--- config.mk ---
export PLATFORM = sky130hd
export DESIGN_NAME = phasediff
export DESIGN_NICKNAME = d
export VERILOG_FILES = /design/src/rtl/phasediff_pkg.sv /design/src/rtl/phasediff_phase_wrap.sv /design/src/rtl/phasediff.sv
export SDC_FILE = /design/constraint.sdc
export NUM_CORES = 1
export LEC_CHECK = 0
export ABC_AREA = 0
export CAP_MARGIN = 20
export CORE_MARGIN = 5
export CORE_UTILIZATION = 40
export DETAILED_ROUTE_END_ITERATION = 16
export GPL_TIMING_DRIVEN = 0
export PLACE_DENSITY = 0.71
export SKIP_LAST_GASP = 1
export SLEW_MARGIN = 40
export SYNTH_ARGS = -nofsm -noshare
export SYNTH_HDL_FRONTEND = slang
export SYNTH_SLANG_ARGS = --single-unit
--- constraint.sdc ---
create_clock -name clk -period 1.03 [get_ports clk]
set_input_delay 0.1545 -clock clk [delete_from_list [all_inputs] [get_ports clk]]
set_output_delay 0.1545 -clock clk [all_outputs]
set_load 0.01 [all_outputs]
--- src/rtl/phasediff_pkg.sv ---
// Shared widths, phase constants and types for the phase-difference block.
package phasediff_pkg;

  localparam int PHASE_W   = 19;
  localparam int FRAC_W    = 10;
  localparam int DIFF_W    = PHASE_W + 1;
  localparam int PHASE_PI  = 184320;
  localparam int PHASE_2PI = 368640;

  typedef logic signed [PHASE_W-1:0] phase_t;
  typedef logic signed [DIFF_W-1:0]  diff_t;

  // Two guard bits so the wrap correction can never overflow before saturation.
  localparam int EXT_W = DIFF_W + 2;
  typedef logic signed [EXT_W-1:0] ext_t;

  localparam ext_t EXT_PI    = ext_t'(PHASE_PI);
  localparam ext_t EXT_2PI   = ext_t'(PHASE_2PI);
  localparam ext_t EXT_MAX   = ext_t'((1 << (PHASE_W - 1)) - 1);
  localparam ext_t EXT_MIN   = -ext_t'(1 << (PHASE_W - 1));
  localparam phase_t PH_MAX  = phase_t'((1 << (PHASE_W - 1)) - 1);
  localparam phase_t PH_MIN  = phase_t'(1 << (PHASE_W - 1));

endpackage

--- src/rtl/phasediff_phase_wrap.sv ---
// Combinational wrap into [-180, 180) plus saturation to the phase width.
// Wrap step is enabled by PHASEDIFF_WRAP_EN; otherwise the raw difference is saturated.
module phase_wrap
  import phasediff_pkg::*;
(
  input  diff_t  i_diff,
  output phase_t o_phase
);

  ext_t w_ext;
  ext_t w_wrapped;

  assign w_ext = {{(EXT_W - DIFF_W){i_diff[DIFF_W-1]}}, i_diff};

  always_comb begin
    w_wrapped = w_ext;
`ifdef PHASEDIFF_WRAP_EN
    if (w_ext >= EXT_PI) begin
      w_wrapped = w_ext - EXT_2PI;
    end else if (w_ext < -EXT_PI) begin
      w_wrapped = w_ext + EXT_2PI;
    end
`endif
  end

  always_comb begin
    o_phase = w_wrapped[PHASE_W-1:0];
    if (w_wrapped > EXT_MAX) begin
      o_phase = PH_MAX;
    end else if (w_wrapped < EXT_MIN) begin
      o_phase = PH_MIN;
    end
  end

endmodule

--- src/rtl/phasediff.sv ---
// Registered, wrapped phase difference in_phase1 - in_phase2 (one clock latency).
// Build option: PHASEDIFF_WRAP_EN selects wrapped vs raw saturated difference.
module phasediff
  import phasediff_pkg::*;
(
  input  logic   clk,
  input  logic   reset,
  input  logic   data_rdy,
  input  phase_t in_phase1,
  input  phase_t in_phase2,
  output phase_t out
);

  diff_t  w_diff;
  phase_t w_wrapped;
  phase_t r_out;

  // Sign-extend before subtracting so the full-range difference is exact.
  assign w_diff = {in_phase1[PHASE_W-1], in_phase1} - {in_phase2[PHASE_W-1], in_phase2};

  phase_wrap u_phase_wrap (
    .i_diff  (w_diff),
    .o_phase (w_wrapped)
  );

  always_ff @(posedge clk or negedge reset) begin
    if (!reset) begin
      r_out <= '0;
    end else if (data_rdy) begin
      r_out <= w_wrapped;
    end
  end

  assign out = r_out;

endmodule

==> summary.txt, run 1 <==
final WL -> 6800 µm
placed cell area -> 0.00271 mm²
Yosys top cell by area -> dfrtp_1
Seq/Total Area, Yosys -> 25.0%
crit-path cells -> buf_8, clkinv_8, ha_4, inv_2, fa_2, a21oi_4, o22ai_2, o221ai_4, and3_4, nor2_4, o21ai_4, buf_6, o22ai_2
Filler cells -> 317
CP Class -> primary input to register
area of the multi-input gates -> 0.00187 mm²
Hold WS -> 357 ps
placed wire-length estimate -> 3860 µm
Pwr Total -> 3.97 mW
area grow syn2layout -> 87.4%
Static Leak -> 1.62 nW
CTS root buffer -> clkbuf_8
Rows -> 25
EDFF count, synth -> 0
via count -> 2,229
critical path endpoint category -> register
area of the core -> 0.00466 mm²
most frequent cell after synthesis -> inv_1
die area -> 0.00623 mm²
GRT Total Usage -> 20.3%
compound-gate portion of the synthesized area -> 30.9%
R2R Path Start -> out[9]
Synth async-reset ratio -> 100%
most frequent CP cell -> o22ai_2
slowest stage delay, CP -> 360 ps
status -> finished with violations
final instance area -> 0.00356 mm²
crit path DAT -> 2150 ps
grt total ovfl -> 0
global placer's final weighted congestion -> 0.869
ANT cells -> 0
fin crit period -> 2040 ps
CP Launch Type -> primary input
Synth top cells by count -> inv_1 (44), nor2_1 (20), a21oi_1 (19), dfrtp_1 (19), ha_1 (19)
mux share of post-synthesis cell area -> 0%
setup ws final -> -1010 ps
Gate Count Post-Synth -> 237
drt drc -> 0
CTS tree -> done
Max-slew headroom -> 52.8%
clk sink count -> 19
most area-consuming cells after synthesis -> dfrtp_1 (25%), ha_1 (13%), inv_1 (8.7%)
clk_lat worst skew -> 260 ps
initial antenna violation count -> 0
Final Skew -> 0 ps
max FFs per register -> 19
ys flop type -> dfrtp_1
starting DRC count in detailed routing -> 103
share of cells above drive strength 1 -> 58.9%
number of synthesized register bits -> 19
final core utilization -> 76.5%
post-synthesis simple-gate area fraction -> 14.5%
cts bufs inserted -> 3
DR pass1 iterations -> 4
Slew @ Worst Pin -> 707 ps
worst hold path class -> primary input to asynchronous set/reset pin
fmax -> 490 MHz
P_int -> 2.43 mW
PwrDens -> 1110 mW/mm²
Worst R2R End -> out[9]
VDD IR-drop max -> 0.430 mV
Die X -> 79.0 µm
Top Ports -> 60
endpoints failing hold -> 0
H-tree depth -> 1
RSZ-0062 raised after global routing -> yes
main combinational cell family by area after synthesis -> compound AO/OA/AOI/OAI gates
fin. max-slew vios -> 0
Post-Synth Adder-Cell Area -> 13.6%
failing checks -> setup timing
Clk pin slew, worst setup/hold paths -> 70 ps
Clk pwr share -> 12.8%
Post-Synth XOR/XNOR Area -> 5.53%
height of the die -> 79.0 µm
FF+latch area -> 475 µm²
routed vias/inst -> 5.48
Max Cap Violations -> 0
CTS Buffer Depth -> 2
Post-Syn Area per Cell -> 8.02 µm²
first-pass GRT wire length -> 10,200 µm
critical path fanouts, max -> 5
NetSw -> 1.54 mW
Comb pwr share -> 62.4%
Port Buffers -> 59
pin count of the biggest net entering global routing -> 20
antenna-violating nets left -> 0
slowest CP cell -> fa_2
synthesized area -> 0.00190 mm²
switching portion of total power -> 38.8%
Post-layout nets -> 415
Seq pwr share -> 24.8%
number of global-route vias before repair -> 2,126
number of synthesis warnings -> 0
Initial Util -> 40.8%
Critical Path RT -> 1140 ps
Post-Syn Nets -> 298
final period utilization -> 198%
Yosys cell types -> 44
R2R setup slack -> 90 ps
DR WL/cell -> 16.7 µm
FF-to-FF path depth -> 4
top cell type's share of synthesized area -> 25.0%
Final setup viols -> 19
## through the flow
step / setup WS [ps] / instances / setup TNS (ps)
after floorplan: -1090 / 237 / -19540
after global placement: -1960 / 350 / -38970
after detailed placement: -1980 / 350 / -39470
after CTS: -952 / 399 / -17200
after global routing: -1090 / 407 / -19800
final: -1010 / 407 / -18240
## worst max-delay path, delay by kind of cell
kind	cells	cell delay, ps
buffers and inverters	4	330
AO/OA/AOI/OAI	5	840
AND/OR/NAND/NOR	2	320
adder cells (fa/ha/maj)	2	480
## power groups by stage
stage | Sequential (mW) | Clock [mW] | Combinational [mW]
2_1_floorplan | 1.07 | 0 | 0.995
4_1_cts | 0.986 | 0.521 | 2.25
6_report | 0.985 | 0.510 | 2.48
5_1_grt | 1.01 | 0.556 | 2.67
3_3_place_gp | 0.994 | 0 | 1.76
3_5_place_dp | 1.00 | 0 | 1.77
## final cells by class
type | instances | area share [%]
Tap cell | 54 | 1.90
Inverter | 44 | 5.34
Sequential cell | 19 | 13.3
Buffer | 4 | 0.843
Clock buffer | 4 | 1.26
Timing Repair Buffer | 114 | 25.0
Multi-Input combinational cell | 168 | 52.4
## per-layer routing
| layer | share of wire (%) | vias to the layer above | track usage (%) |
|---|---|---|---|
| met3 | 5.7 | 30 | 1.93 |
| met1 | 39 | 1043 | 24.6 |
| met4 | 3.9 | 0 | 7.56 |
| met5 | 0 | - | 0 |
| met2 | 52 | 95 | 37.3 |
| li1 | - | 1061 | - |
## timing repair
action | 4_1_cts | 5_1_grt
endpoints found under the hold margin | 0 | 19
hold buffers | 0 | 1
cloned | 2 | 0
gates resized for setup | 227 | 57
setup buffers | 45 | 7
endpoints found under the setup margin | 38 | 34
pin swaps | 63 | 27
## cells in the final DEF, fill, tap and decap left out, types with 3 or more instances in the layout
cell type / n
dlygate4sd2_1: 17
nor2_2: 3
o211ai_1: 3
buf_2: 19
nand3_2: 4
nand2_4: 4
o21ai_0: 5
and3_4: 4
xor2_1: 4
buf_6: 13
inv_2: 20
a21oi_4: 7
buf_4: 40
o22ai_2: 16
nand2_1: 9
clkbuf_2: 18
clkbuf_8: 3
o21ai_2: 3
o21a_1: 5
a21o_1: 4
a21oi_1: 11
buf_12: 3
dfrtp_1: 19
clkbuf_1: 3
xnor2_1: 7
nor2_1: 16
inv_1: 22
ha_4: 19
## worst max-delay path by stage
stage                  startpoint  depth (start not counted)  slack [ps]  endpoint
global placement     in_phase1[0]                         13       -1960    out[4]
floorplan           in_phase2[10]                         11       -1090    out[0]
CTS                  in_phase1[0]                         12        -950   out[16]
finish               in_phase1[0]                         13       -1010    out[1]
detailed placement   in_phase1[0]                         13       -1980    out[5]
global route         in_phase1[0]                         13       -1090    out[1]
## logic make-up (layout without fill, tap and decap cells)
| logic type | count (synthesis) | count (layout) |
|---|---|---|
| buf+inv | 50 | 166 |
| xor+xnor | 12 | 12 |
| compound gates | 78 | 78 |
| flops | 19 | 19 |
| simple gates | 58 | 58 |
| fa+ha+maj | 20 | 20 |
Power figures use the tool's default switching activity.
==> run 2, diff against run 1 <==
--- a/config.mk
+++ b/config.mk
@@ -11,6 +11,7 @@
 export CORE_UTILIZATION = 40
 export DETAILED_ROUTE_END_ITERATION = 16
 export GPL_TIMING_DRIVEN = 0
+export MAX_ROUTING_LAYER = met4
 export PLACE_DENSITY = 0.71
 export SKIP_LAST_GASP = 1
 export SLEW_MARGIN = 40
==> run 2 against run 1 <==
  * Largest cell class unchanged
  * Setup slack worse by 20 ps
  * First-iteration DRC count fell by 2.9%
  * Critical endpoint is now out[10]
  * Via count decreased by 1.8%
  * Flip-flop and latch count stayed put
  * The flow still finishes with violations (setup timing)
  * Worst hold slack better by 5.6 ps
==> summary.txt, run 2 (synthesized netlist as in run 1, its figures left out) <==
endpoints failing hold -> 0
Filler cells -> 326
pre-CTS setup slack -> -2010 ps
PwrDens -> 1130 mW/mm²
grt total ovfl -> 0
CP Launch Point -> in_phase1[0]
Final setup viols -> 19
CP Launch Type -> primary input
placed wire-length estimate -> 3910 µm
GRT Total Usage -> 21.1%
fin. max-slew vios -> 0
commonest non-fill, non-tap cell in the layout -> buf_4
Clk pin slew, worst setup/hold paths -> 70 ps
setup ws final -> -1030 ps
number of global-route vias before repair -> 2,215
VDD IR-drop max -> 0.482 mV
Max-slew headroom -> 51.8%
R2R Path Start -> out[8]
clk_lat worst skew -> 260 ps
DR pass1 iterations -> 4
R2R setup slack -> 130 ps
initial antenna violation count -> 0
Static Leak -> 1.60 nW
cts bufs inserted -> 3
via count -> 2,189
fin crit period -> 2060 ps
worst hold path class -> primary input to asynchronous set/reset pin
H-tree depth -> 1
starting DRC count in detailed routing -> 100
area grow syn2layout -> 85.8%
critical path fanouts, max -> 7
CTS root buffer -> clkbuf_8
FF+latch area -> 475 µm²
Initial Util -> 40.8%
share of cells above drive strength 1 -> 58.2%
Max Cap Violations -> 0
final period utilization -> 200%
drt drc -> 0
CTS Buffer Depth -> 2
max FFs per register -> 19
CTS tree -> done
critical path endpoint category -> register
status -> finished with violations
Port Buffers -> 59
Worst R2R End -> out[8]
setup TNS -> -18,790 ps
global placer's final weighted congestion -> 0.879
Rows -> 25
pin count of the biggest net entering global routing -> 20
Final Skew -> 0 ps
Pwr Total -> 4.00 mW
RSZ-0062 raised after global routing -> yes
Top Ports -> 60
final instance area -> 0.00353 mm²
first-pass GRT wire length -> 10,300 µm
Die X -> 79.0 µm
placed cell area -> 0.00271 mm²
CP Class -> primary input to register
final WL -> 6310 µm
Critical Path RT -> 1150 ps
ANT cells -> 0
crit path DAT -> 2180 ps
Slew @ Worst Pin -> 722 ps
Post-layout nets -> 416
area of the multi-input gates -> 0.00185 mm²
final core utilization -> 75.8%
failing checks -> setup timing
height of the die -> 79.0 µm
antenna-violating nets left -> 0
routed vias/inst -> 5.37
DR WL/cell -> 15.5 µm
die area -> 0.00623 mm²
most frequent cells in the layout -> buf_4 (48), dlygate4sd2_1 (24), inv_1 (23), buf_2 (20)
fmax -> 485 MHz
FF-to-FF path depth -> 4
area of the core -> 0.00466 mm²
clk sink count -> 19
## run 2: layout make-up
| cell class | instances | share of cell area (%) |
|---|---|---|
| multi-input combinational | 168 | 52.4 |
| timing repair buffer | 115 | 24.6 |
| sequential | 19 | 13.5 |
| inverter | 44 | 5.38 |
| tap | 54 | 1.91 |
| clock buffer | 3 | 1.17 |
| buffer | 4 | 0.850 |
| clock inverter | 1 | 0.142 |
## run 2: how the worst max path moves through the flow
stage | depth (start not counted) | end | slack [ps]
after floorplan | 11 | out[0] | -1090
after global placement | 13 | out[15] | -1950
after detailed placement | 13 | out[3] | -2010
after CTS | 14 | out[7] | -970
after global routing | 11 | out[9] | -1090
final | 13 | out[10] | -1030
## run 2: metal layers
metal / global-route usage, % / part of all wire [%]
met3: 2.27 / 5.1
met4: 7.39 / 1.8
met5: - / 0
met1: 25.1 / 42
met2: 37.3 / 52
## run 2: stage by stage
| step | std cells | hold slack [ps] |
|---|---|---|
| floorplan | 237 | -141 |
| global placement | 350 | 503 |
| detailed placement | 350 | 503 |
| CTS | 397 | 347 |
| global route | 408 | 394 |
| finish | 408 | 362 |
## run 2: worst max-delay path: stages
cell and delay [ps]:
buf_8 100, clkinv_8 30, ha_4 120, inv_2 30
fa_2 360, a21oi_4 200, o22ai_2 100, o221ai_2 260
and3_4 280, nor2_4 50, o21ai_4 210, buf_6 180
o22ai_2 80
## run 2: report_power, final
group / total, mW / internal, mW / switching (mW)
sequential: 0.977 / 0.903 / 0.0737
clock: 0.518 / 0.269 / 0.249
combinational: 2.51 / 1.26 / 1.24
## run 2: repair_timing
| action | 4_1_cts | 5_1_grt |
|---|---|---|
| gates cloned | 2 | 0 |
| endpoints found under the hold margin | 0 | 19 |
| pin swaps | 67 | 25 |
| endpoints found under the setup margin | 38 | 35 |
| buffers inserted | 43 | 11 |
| gates resized for setup | 236 | 33 |
| hold buffers | 0 | 1 |
